### src/rtl/alu_pkg.sv
// Shared constants and the issue-entry type for the RV32I ALU issue stage.
package alu_pkg;

  localparam int unsigned XLEN = 32;

  localparam logic [3:0] SelAdd  = 4'b0000;
  localparam logic [3:0] SelSub  = 4'b0001;
  localparam logic [3:0] SelSll  = 4'b0010;
  localparam logic [3:0] SelSlt  = 4'b0100;
  localparam logic [3:0] SelSltu = 4'b0110;
  localparam logic [3:0] SelXor  = 4'b1000;
  localparam logic [3:0] SelSrl  = 4'b1010;
  localparam logic [3:0] SelSra  = 4'b1011;
  localparam logic [3:0] SelOr   = 4'b1100;
  localparam logic [3:0] SelAnd  = 4'b1110;

  localparam logic [6:0] OpcOp     = 7'b0110011;
  localparam logic [6:0] OpcOpImm  = 7'b0010011;
  localparam logic [6:0] OpcLoad   = 7'b0000011;
  localparam logic [6:0] OpcStore  = 7'b0100011;
  localparam logic [6:0] OpcJalr   = 7'b1100111;
  localparam logic [6:0] OpcLui    = 7'b0110111;
  localparam logic [6:0] OpcAuipc  = 7'b0010111;
  localparam logic [6:0] OpcJal    = 7'b1101111;
  localparam logic [6:0] OpcBranch = 7'b1100011;

  localparam logic [6:0] Funct7Zero = 7'b0000000;
  localparam logic [6:0] Funct7Alt  = 7'b0100000;

  typedef struct packed {
    logic [XLEN-1:0] dataA;
    logic [XLEN-1:0] dataB;
    logic [3:0]      sel;
    logic            illegal;
  } issue_entry_t;

endpackage

### src/rtl/alu_issue_if.sv
// ID-to-issue input handshake plus the ALU operand/op output handshake.
interface alu_issue_if;
  import alu_pkg::*;

  logic            in_valid;
  logic            in_ready;
  logic [31:0]     in_instr;
  logic [XLEN-1:0] in_pc;
  logic [XLEN-1:0] in_rs1_data;
  logic [XLEN-1:0] in_rs2_data;
  logic            out_valid;
  logic            out_ready;
  logic [XLEN-1:0] out_dataA;
  logic [XLEN-1:0] out_dataB;
  logic [3:0]      out_sel;
  logic            out_illegal;

  modport master (
    input  in_valid, in_instr, in_pc, in_rs1_data, in_rs2_data, out_ready,
    output in_ready, out_valid, out_dataA, out_dataB, out_sel, out_illegal
  );

  modport slave (
    output in_valid, in_instr, in_pc, in_rs1_data, in_rs2_data, out_ready,
    input  in_ready, out_valid, out_dataA, out_dataB, out_sel, out_illegal
  );

endinterface

### src/rtl/alu_decode.sv
// Combinational RV32I decode of instruction/pc/register values into an ALU issue entry.
module alu_decode
  import alu_pkg::*;
(
  input  logic [31:0]     instr_i,
  input  logic [XLEN-1:0] pc_i,
  input  logic [XLEN-1:0] rs1_i,
  input  logic [XLEN-1:0] rs2_i,
  output issue_entry_t    entry_o
);

  logic [6:0]      opcode;
  logic [2:0]      funct3;
  logic [6:0]      funct7;
  logic [XLEN-1:0] imm_i;
  logic [XLEN-1:0] imm_s;
  logic [XLEN-1:0] imm_u;
  logic [XLEN-1:0] imm_j;

  assign opcode = instr_i[6:0];
  assign funct3 = instr_i[14:12];
  assign funct7 = instr_i[31:25];
  assign imm_i  = {{20{instr_i[31]}}, instr_i[31:20]};
  assign imm_s  = {{20{instr_i[31]}}, instr_i[31:25], instr_i[11:7]};
  assign imm_u  = {instr_i[31:12], 12'b0};
  assign imm_j  = {{11{instr_i[31]}}, instr_i[31], instr_i[19:12], instr_i[20],
                   instr_i[30:21], 1'b0};

  always_comb begin
    entry_o = '0;
    unique case (opcode)
      OpcOp: begin
        entry_o.sel   = {funct3, funct7[5]};
        entry_o.dataA = rs1_i;
        entry_o.dataB = rs2_i;
        entry_o.illegal = !((funct7 == Funct7Zero) ||
                            ((funct7 == Funct7Alt) && (funct3 == 3'b000 || funct3 == 3'b101)));
      end
      OpcOpImm: begin
        entry_o.sel   = (funct3 == 3'b101) ? {funct3, funct7[5]} : {funct3, 1'b0};
        entry_o.dataA = rs1_i;
        entry_o.dataB = imm_i;
        if (funct3 == 3'b001) begin
          entry_o.illegal = (funct7 != Funct7Zero);
        end else if (funct3 == 3'b101) begin
          entry_o.illegal = !((funct7 == Funct7Zero) || (funct7 == Funct7Alt));
        end
      end
      OpcLoad, OpcJalr: begin
        entry_o.dataA = rs1_i;
        entry_o.dataB = imm_i;
      end
      OpcStore: begin
        entry_o.dataA = rs1_i;
        entry_o.dataB = imm_s;
      end
      OpcLui: begin
        entry_o.dataB = imm_u;
      end
      OpcAuipc: begin
        entry_o.dataA = pc_i;
        entry_o.dataB = imm_u;
      end
      OpcJal: begin
        entry_o.dataA = pc_i;
        entry_o.dataB = imm_j;
      end
      OpcBranch: begin
        entry_o.dataA = rs1_i;
        entry_o.dataB = rs2_i;
        unique case (funct3[2:1])
          2'b00:   entry_o.sel = SelSub;
          2'b10:   entry_o.sel = SelSlt;
          2'b11:   entry_o.sel = SelSltu;
          default: entry_o.illegal = 1'b1;
        endcase
      end
      default: entry_o.illegal = 1'b1;
    endcase
    // Any illegal encoding issues as a zeroed ADD so the ALU sees a benign operation.
    if (entry_o.illegal) begin
      entry_o = '0;
      entry_o.illegal = 1'b1;
    end
  end

endmodule

### src/rtl/alu_issue.sv
// Execute-stage issue register driving ALU dataA/dataB/sel with valid/ready, flush and stall.
// Optional build macro: ALU_ISSUE_SKID_EN (two-entry skid, registered in_ready).
module alu_issue
  import alu_pkg::*;
(
  input  logic        clk,
  input  logic        rst_n,
  input  logic        flush,
  alu_issue_if.master bus
);

  issue_entry_t dec_entry;
  issue_entry_t main_q, main_d;
  logic         main_valid_q, main_valid_d;
  logic         in_fire;
  logic         out_fire;

  alu_decode u_decode (
    .instr_i (bus.in_instr),
    .pc_i    (bus.in_pc),
    .rs1_i   (bus.in_rs1_data),
    .rs2_i   (bus.in_rs2_data),
    .entry_o (dec_entry)
  );

  assign out_fire = main_valid_q && bus.out_ready;

`ifdef ALU_ISSUE_SKID_EN
  issue_entry_t skid_q, skid_d;
  logic         skid_valid_q, skid_valid_d;
  logic         in_ready_q;

  assign bus.in_ready = in_ready_q;
  assign in_fire      = bus.in_valid && in_ready_q;

  always_comb begin
    main_d       = main_q;
    main_valid_d = main_valid_q;
    skid_d       = skid_q;
    skid_valid_d = skid_valid_q;
    if (flush) begin
      main_valid_d = 1'b0;
      skid_valid_d = 1'b0;
    end else if (!main_valid_q || out_fire) begin
      // Skid holds the older entry, so it always refills main first.
      if (skid_valid_q) begin
        main_d       = skid_q;
        main_valid_d = 1'b1;
        skid_valid_d = 1'b0;
      end else begin
        main_valid_d = in_fire;
        if (in_fire) begin
          main_d = dec_entry;
        end
      end
    end else if (in_fire) begin
      skid_d       = dec_entry;
      skid_valid_d = 1'b1;
    end
  end

  always_ff @(posedge clk or negedge rst_n) begin
    if (!rst_n) begin
      skid_q       <= '0;
      skid_valid_q <= 1'b0;
      in_ready_q   <= 1'b1;
    end else begin
      skid_q       <= skid_d;
      skid_valid_q <= skid_valid_d;
      in_ready_q   <= !skid_valid_d;
    end
  end
`else
  assign bus.in_ready = !main_valid_q || bus.out_ready;
  assign in_fire      = bus.in_valid && bus.in_ready;

  always_comb begin
    main_d       = main_q;
    main_valid_d = main_valid_q;
    if (flush) begin
      main_valid_d = 1'b0;
    end else if (in_fire) begin
      main_d       = dec_entry;
      main_valid_d = 1'b1;
    end else if (out_fire) begin
      main_valid_d = 1'b0;
    end
  end
`endif

  always_ff @(posedge clk or negedge rst_n) begin
    if (!rst_n) begin
      main_q       <= '0;
      main_valid_q <= 1'b0;
    end else begin
      main_q       <= main_d;
      main_valid_q <= main_valid_d;
    end
  end

  assign bus.out_valid   = main_valid_q;
  assign bus.out_dataA   = main_q.dataA;
  assign bus.out_dataB   = main_q.dataB;
  assign bus.out_sel     = main_q.sel;
  assign bus.out_illegal = main_q.illegal;

endmodule

### src/flat_wrapper.sv
// flat-port wrapper written by rule: the top's interface ports become plain ports
module alu_issue_flat import alu_pkg::*;
  (clk, rst_n, flush, bus_in_valid, bus_in_instr, bus_in_pc, bus_in_rs1_data, bus_in_rs2_data, bus_out_ready, bus_in_ready, bus_out_valid, bus_out_dataA, bus_out_dataB, bus_out_sel, bus_out_illegal);
  alu_issue_if bus_i ();
  input  logic clk;
  input  logic rst_n;
  input  logic flush;
  input wire logic [$bits(bus_i.in_valid)-1:0] bus_in_valid;
  input wire logic [$bits(bus_i.in_instr)-1:0] bus_in_instr;
  input wire logic [$bits(bus_i.in_pc)-1:0] bus_in_pc;
  input wire logic [$bits(bus_i.in_rs1_data)-1:0] bus_in_rs1_data;
  input wire logic [$bits(bus_i.in_rs2_data)-1:0] bus_in_rs2_data;
  input wire logic [$bits(bus_i.out_ready)-1:0] bus_out_ready;
  output wire logic [$bits(bus_i.in_ready)-1:0] bus_in_ready;
  output wire logic [$bits(bus_i.out_valid)-1:0] bus_out_valid;
  output wire logic [$bits(bus_i.out_dataA)-1:0] bus_out_dataA;
  output wire logic [$bits(bus_i.out_dataB)-1:0] bus_out_dataB;
  output wire logic [$bits(bus_i.out_sel)-1:0] bus_out_sel;
  output wire logic [$bits(bus_i.out_illegal)-1:0] bus_out_illegal;
  assign bus_i.in_valid = bus_in_valid;
  assign bus_i.in_instr = bus_in_instr;
  assign bus_i.in_pc = bus_in_pc;
  assign bus_i.in_rs1_data = bus_in_rs1_data;
  assign bus_i.in_rs2_data = bus_in_rs2_data;
  assign bus_i.out_ready = bus_out_ready;
  assign bus_in_ready = bus_i.in_ready;
  assign bus_out_valid = bus_i.out_valid;
  assign bus_out_dataA = bus_i.out_dataA;
  assign bus_out_dataB = bus_i.out_dataB;
  assign bus_out_sel = bus_i.out_sel;
  assign bus_out_illegal = bus_i.out_illegal;
  alu_issue u_core (.clk(clk), .rst_n(rst_n), .flush(flush), .bus(bus_i));
endmodule
### config.mk
export PLATFORM = sky130hd
export DESIGN_NAME = alu_issue_flat
export DESIGN_NICKNAME = d
export VERILOG_FILES = /design/src/rtl/alu_pkg.sv /design/src/rtl/alu_issue_if.sv /design/src/rtl/alu_decode.sv /design/src/rtl/alu_issue.sv /design/src/flat_wrapper.sv
export SDC_FILE = /design/constraint.sdc
export NUM_CORES = 1
export LEC_CHECK = 0
export ABC_CLOCK_PERIOD_IN_PS = 1800
export CAP_MARGIN = 10
export CORE_ASPECT_RATIO = 1.5
export CORE_MARGIN = 5
export CORE_UTILIZATION = 42
export CTS_BUF_LIST = sky130_fd_sc_hd__clkbuf_8
export DETAILED_ROUTE_END_ITERATION = 8
export PLACE_DENSITY_LB_ADDON = 0.2
export SLEW_MARGIN = 30
export SYNTH_ARGS = -nofsm -noshare
export SYNTH_HDL_FRONTEND = slang
export SYNTH_HIERARCHICAL = 1
export SYNTH_SLANG_ARGS = --single-unit
### constraint.sdc
create_clock -name clk -period 1.8 [get_ports clk]
set_clock_uncertainty 0.1 [all_clocks]
set_input_delay 0.27 -clock clk [delete_from_list [all_inputs] [get_ports clk]]
set_output_delay 0.27 -clock clk [all_outputs]
set_load 0.01 [all_outputs]
==> reports/metrics.csv <==
stage;metric;value;unit
outcome;status;complete, but fails checks;
outcome;violations;setup timing;
yosys;synth.avg_cell_area;10.81;um^2
power_and_ir_drop;leakage;3.041;nW
power_and_ir_drop;powerDensity;487.4;nW/um^2
die;die_w;90.87;um
flow_run;max_cap_viol_count;0;
cells_and_area;post-route-util;76.44;%
global_route;grtUsageTotal;23.51;%
global_route;busiest_layer;met2;
placed_design;port_buffers;203;
power_and_ir_drop;power.switching;893.4;uW
setup_path;crit_required;1990;ps
yosys;synthMuxAreaShare;20.07;%
yosys;synth_compound_area_share;17.52;%
power_and_ir_drop;p_seq_share;44.1;%
cells_and_area;antenna_cells;0;
drt;initialDrtViolationCount;144;
yosys;syn_nets;514;
power_and_ir_drop;swShare;24.89;%
global_route;grt_pass1_vias;4517;
die;dieArea;11930;um^2
timing;setup_ws;-40.50;ps
drt;drt-vias-per-instance;5.525;
setup_path;r2r_start;u_core/bus.out_valid;
global_route;grt_start_max_net_pins;33;
timing;clock.fmax;543.3;MHz
clock_tree;clock-sinks;70;
power_and_ir_drop;max-vdd-ir-drop;0.0004131;V
cells_and_area;fill_cells;687;
yosys;synth.distinct_cells;46;
timing;slew_viol_final;0;
yosys;synth-simple-area-share;13.73;%
cells_and_area;final_common_cell;clkdlybuf4s50_1;
timing;final_hold_viol_count;0;
global_route;grt_pass1_wl;22.74;mm
drt;antenna_left;0;
setup_path;slowest_stage;nor4_2;
clock_tree;htreeDepth;3;
global_route;use_met1;24.80;%
cells_and_area;drive_gt1_share;36.13;%
global_route;antenna_found_initial;0;
placed_design;dp_hpwl;10.93;mm
setup_path;critPathMaxStageDelay;310;ps
setup_path;path_class;in -> reg;
power_and_ir_drop;p_clk_share;34.8;%
drt;routed_wl;15.10;mm
drt;wire_per_inst;20.24;um
die;die_y;131.3;um
clock_tree;clkTransAtPathRegs;70;ps
setup_path;crit_chain;clkdlybuf4s15_1, nor4_2, buf_4, nand3_4, a21oi_4, o21ai_4, buf_12, clkbuf_16, nor2_1, mux2_4;
clock_tree;insertion_delay;350;ps
clock_tree;clockBufferDepth;2;
yosys;synth_edf_count;0;
cells_and_area;most-common-layout-cells;clkdlybuf4s50_1, dfrtp_1, mux2_4;
yosys;ys_seq_area_share;42.51;%
die;io_pins;204;
setup_path;cp.arrival;2030;ps
power_and_ir_drop;intPower;2.696;mW
timing;relSlewSlack;74.25;%
drt;firstDrtPassIters;4;
timing;setup_viol;1;
yosys;async_flop_share;100.0;%
cells_and_area;fin_nets;759;
placed_design;dpl.cell_count;716;
global_route;met3_usage;7.208;%
cells_and_area;area_growth;78.74;%
yosys;yosys_warnings;6;
clock_tree;cts_tree;done;
setup_path;crit_fanout;7;
die;fp-row-count;44;
worst_hold_path;hold_class;in -> async;
cells_and_area;fin_cells;746;
yosys;synthFlopType;dfrtp_1;
drt;num_vias;4122;
setup_path;start_kind;input pin;
timing;post-route-min-period;1841;ps
global_route;grt-ovfl-total;0;
yosys;synthXorXnorAreaFrac;0.2126;%
yosys;synth_top_family_by_area;multiplexers;
timing;finalCritPeriodShare;102.3;%
global_route;grt_use_met2;43.45;%
yosys;syn-instance-count;381;
clock_tree;clockRootBuffer;clkbuf_8;
clock_tree;cts_buffers;9;
yosys;synthesis.area;4120;um^2
yosys;synth-seq-cells;70;
setup_path;end_kind;register;
timing;worst_pin_slew;386.3;ps
die;core_area;9634;um^2
yosys;synth_fa_ha_area_share;0;%
power_and_ir_drop;pwr-share-comb;21.1;%
drt;drc;0;
setup_path;cp-startpoint;bus_in_instr[26];
placed_design;globalplace.congestion;0.8937;
cells_and_area;ff_latch_area;1752;um^2
cells_and_area;multi_input_area;2521;um^2
die;start_util;42.77;%
registers in the layout, summed over array words and instances, names as in the netlist:
name,cells
u_core/bus.out_illegal,1
u_core/bus.out_dataA,32
u_core/bus.out_sel,4
u_core/bus.out_dataB,32
u_core/bus.out_valid,1
stage by stage:
step                power [mW]  hold WS [ps]  worst slack, ps  area, um^2  TNS [ps]
floorplan                1.836        -125.6           -75.32        4324     -2743
global placement         2.298         115.9           -713.7        6744    -43300
detailed placement       2.309         121.1           -775.8        6744    -49020
CTS                      3.578         287.1           -17.39        7093    -37.37
global route             3.740         327.1           -110.7        7365     -1948
finish                   3.590         298.0           -40.50        7365    -40.50
layout make-up:
cell class | instances | area share (%)
repair buffers | 268 | 37.31
multi-input cells | 275 | 34.23
flip-flops and latches | 70 | 23.79
well taps | 115 | 1.954
clock buffers | 10 | 1.869
clock inverters | 6 | 0.7475
inverters | 2 | 0.1019
power by group through the flow:
stage | logic, mW | clock network (mW) | registers [mW]
final | 0.757 | 1.25 | 1.58
after global routing | 0.804 | 1.35 | 1.59
after CTS | 0.714 | 1.28 | 1.58
after detailed placement | 0.694 | 0 | 1.61
after global placement | 0.684 | 0 | 1.61
after floorplan | 0.217 | 0 | 1.62
synth_stat cells (2+ instances only):
cell	count	area, um^2
a21oi_1	7	35.03
a221oi_1	10	87.58
a221oi_2	10	150.1
a22oi_1	43	322.8
and2_1	2	12.51
and3_1	3	18.77
buf_2	12	60.06
buf_4	3	22.52
buf_6	9	101.4
clkbuf_1	9	33.78
dfrtp_1	70	1752
inv_1	2	7.510
mux2_1	10	112.6
mux2_2	59	664.4
mux2i_1	5	50.05
nand2_1	8	30.03
nand2b_1	2	12.51
nand3_1	5	25.02
nor2_1	59	221.5
nor2_2	10	62.56
nor2b_1	5	31.28
nor3_1	5	25.02
o21a_1	2	15.01
o21ai_0	6	30.03
o21ai_1	3	15.01
or4_4	2	22.52
worst max-delay path: cells and delay by family:
family,cells,cell delay (ps)
simple gates,3,520
buf+inv,4,760
mux,1,160
compound gates,2,310
routing by layer:
layer,share of wire [%],up-vias
met4,2.7,0
met5,0,-
met1,35,1985
li1,-,1903
met2,54,205
met3,8.7,29
worst paths after layout:
path	depth (start not counted)	slack (ps)	to
max reg2reg	5	140	u_core/bus.out_sel[3]
max in group asynchronous	3	790	u_core/bus.out_dataA[21]
min in group clk	4	350	u_core/bus.out_dataB[14]
max	10	-40	u_core/bus.out_dataA[11]
min	2	300	u_core/bus.out_dataA[25]
min reg2reg	1	410	u_core/bus.out_dataA[24]
repair_timing:
item,4_1_cts,5_1_grt
cloned,2,5
hold endpoints to repair,26,0
pin swaps,10,12
hold buffers,1,0
gates resized for setup,46,65
setup buffers,3,3
setup endpoints to repair,70,65
cells by family after synthesis:
group,count (synthesis)
compound gates,87
xor+xnor,1
buf+inv,37
flops,70
mux,74
simple gates,112
(Power assumes the default switching activity.)
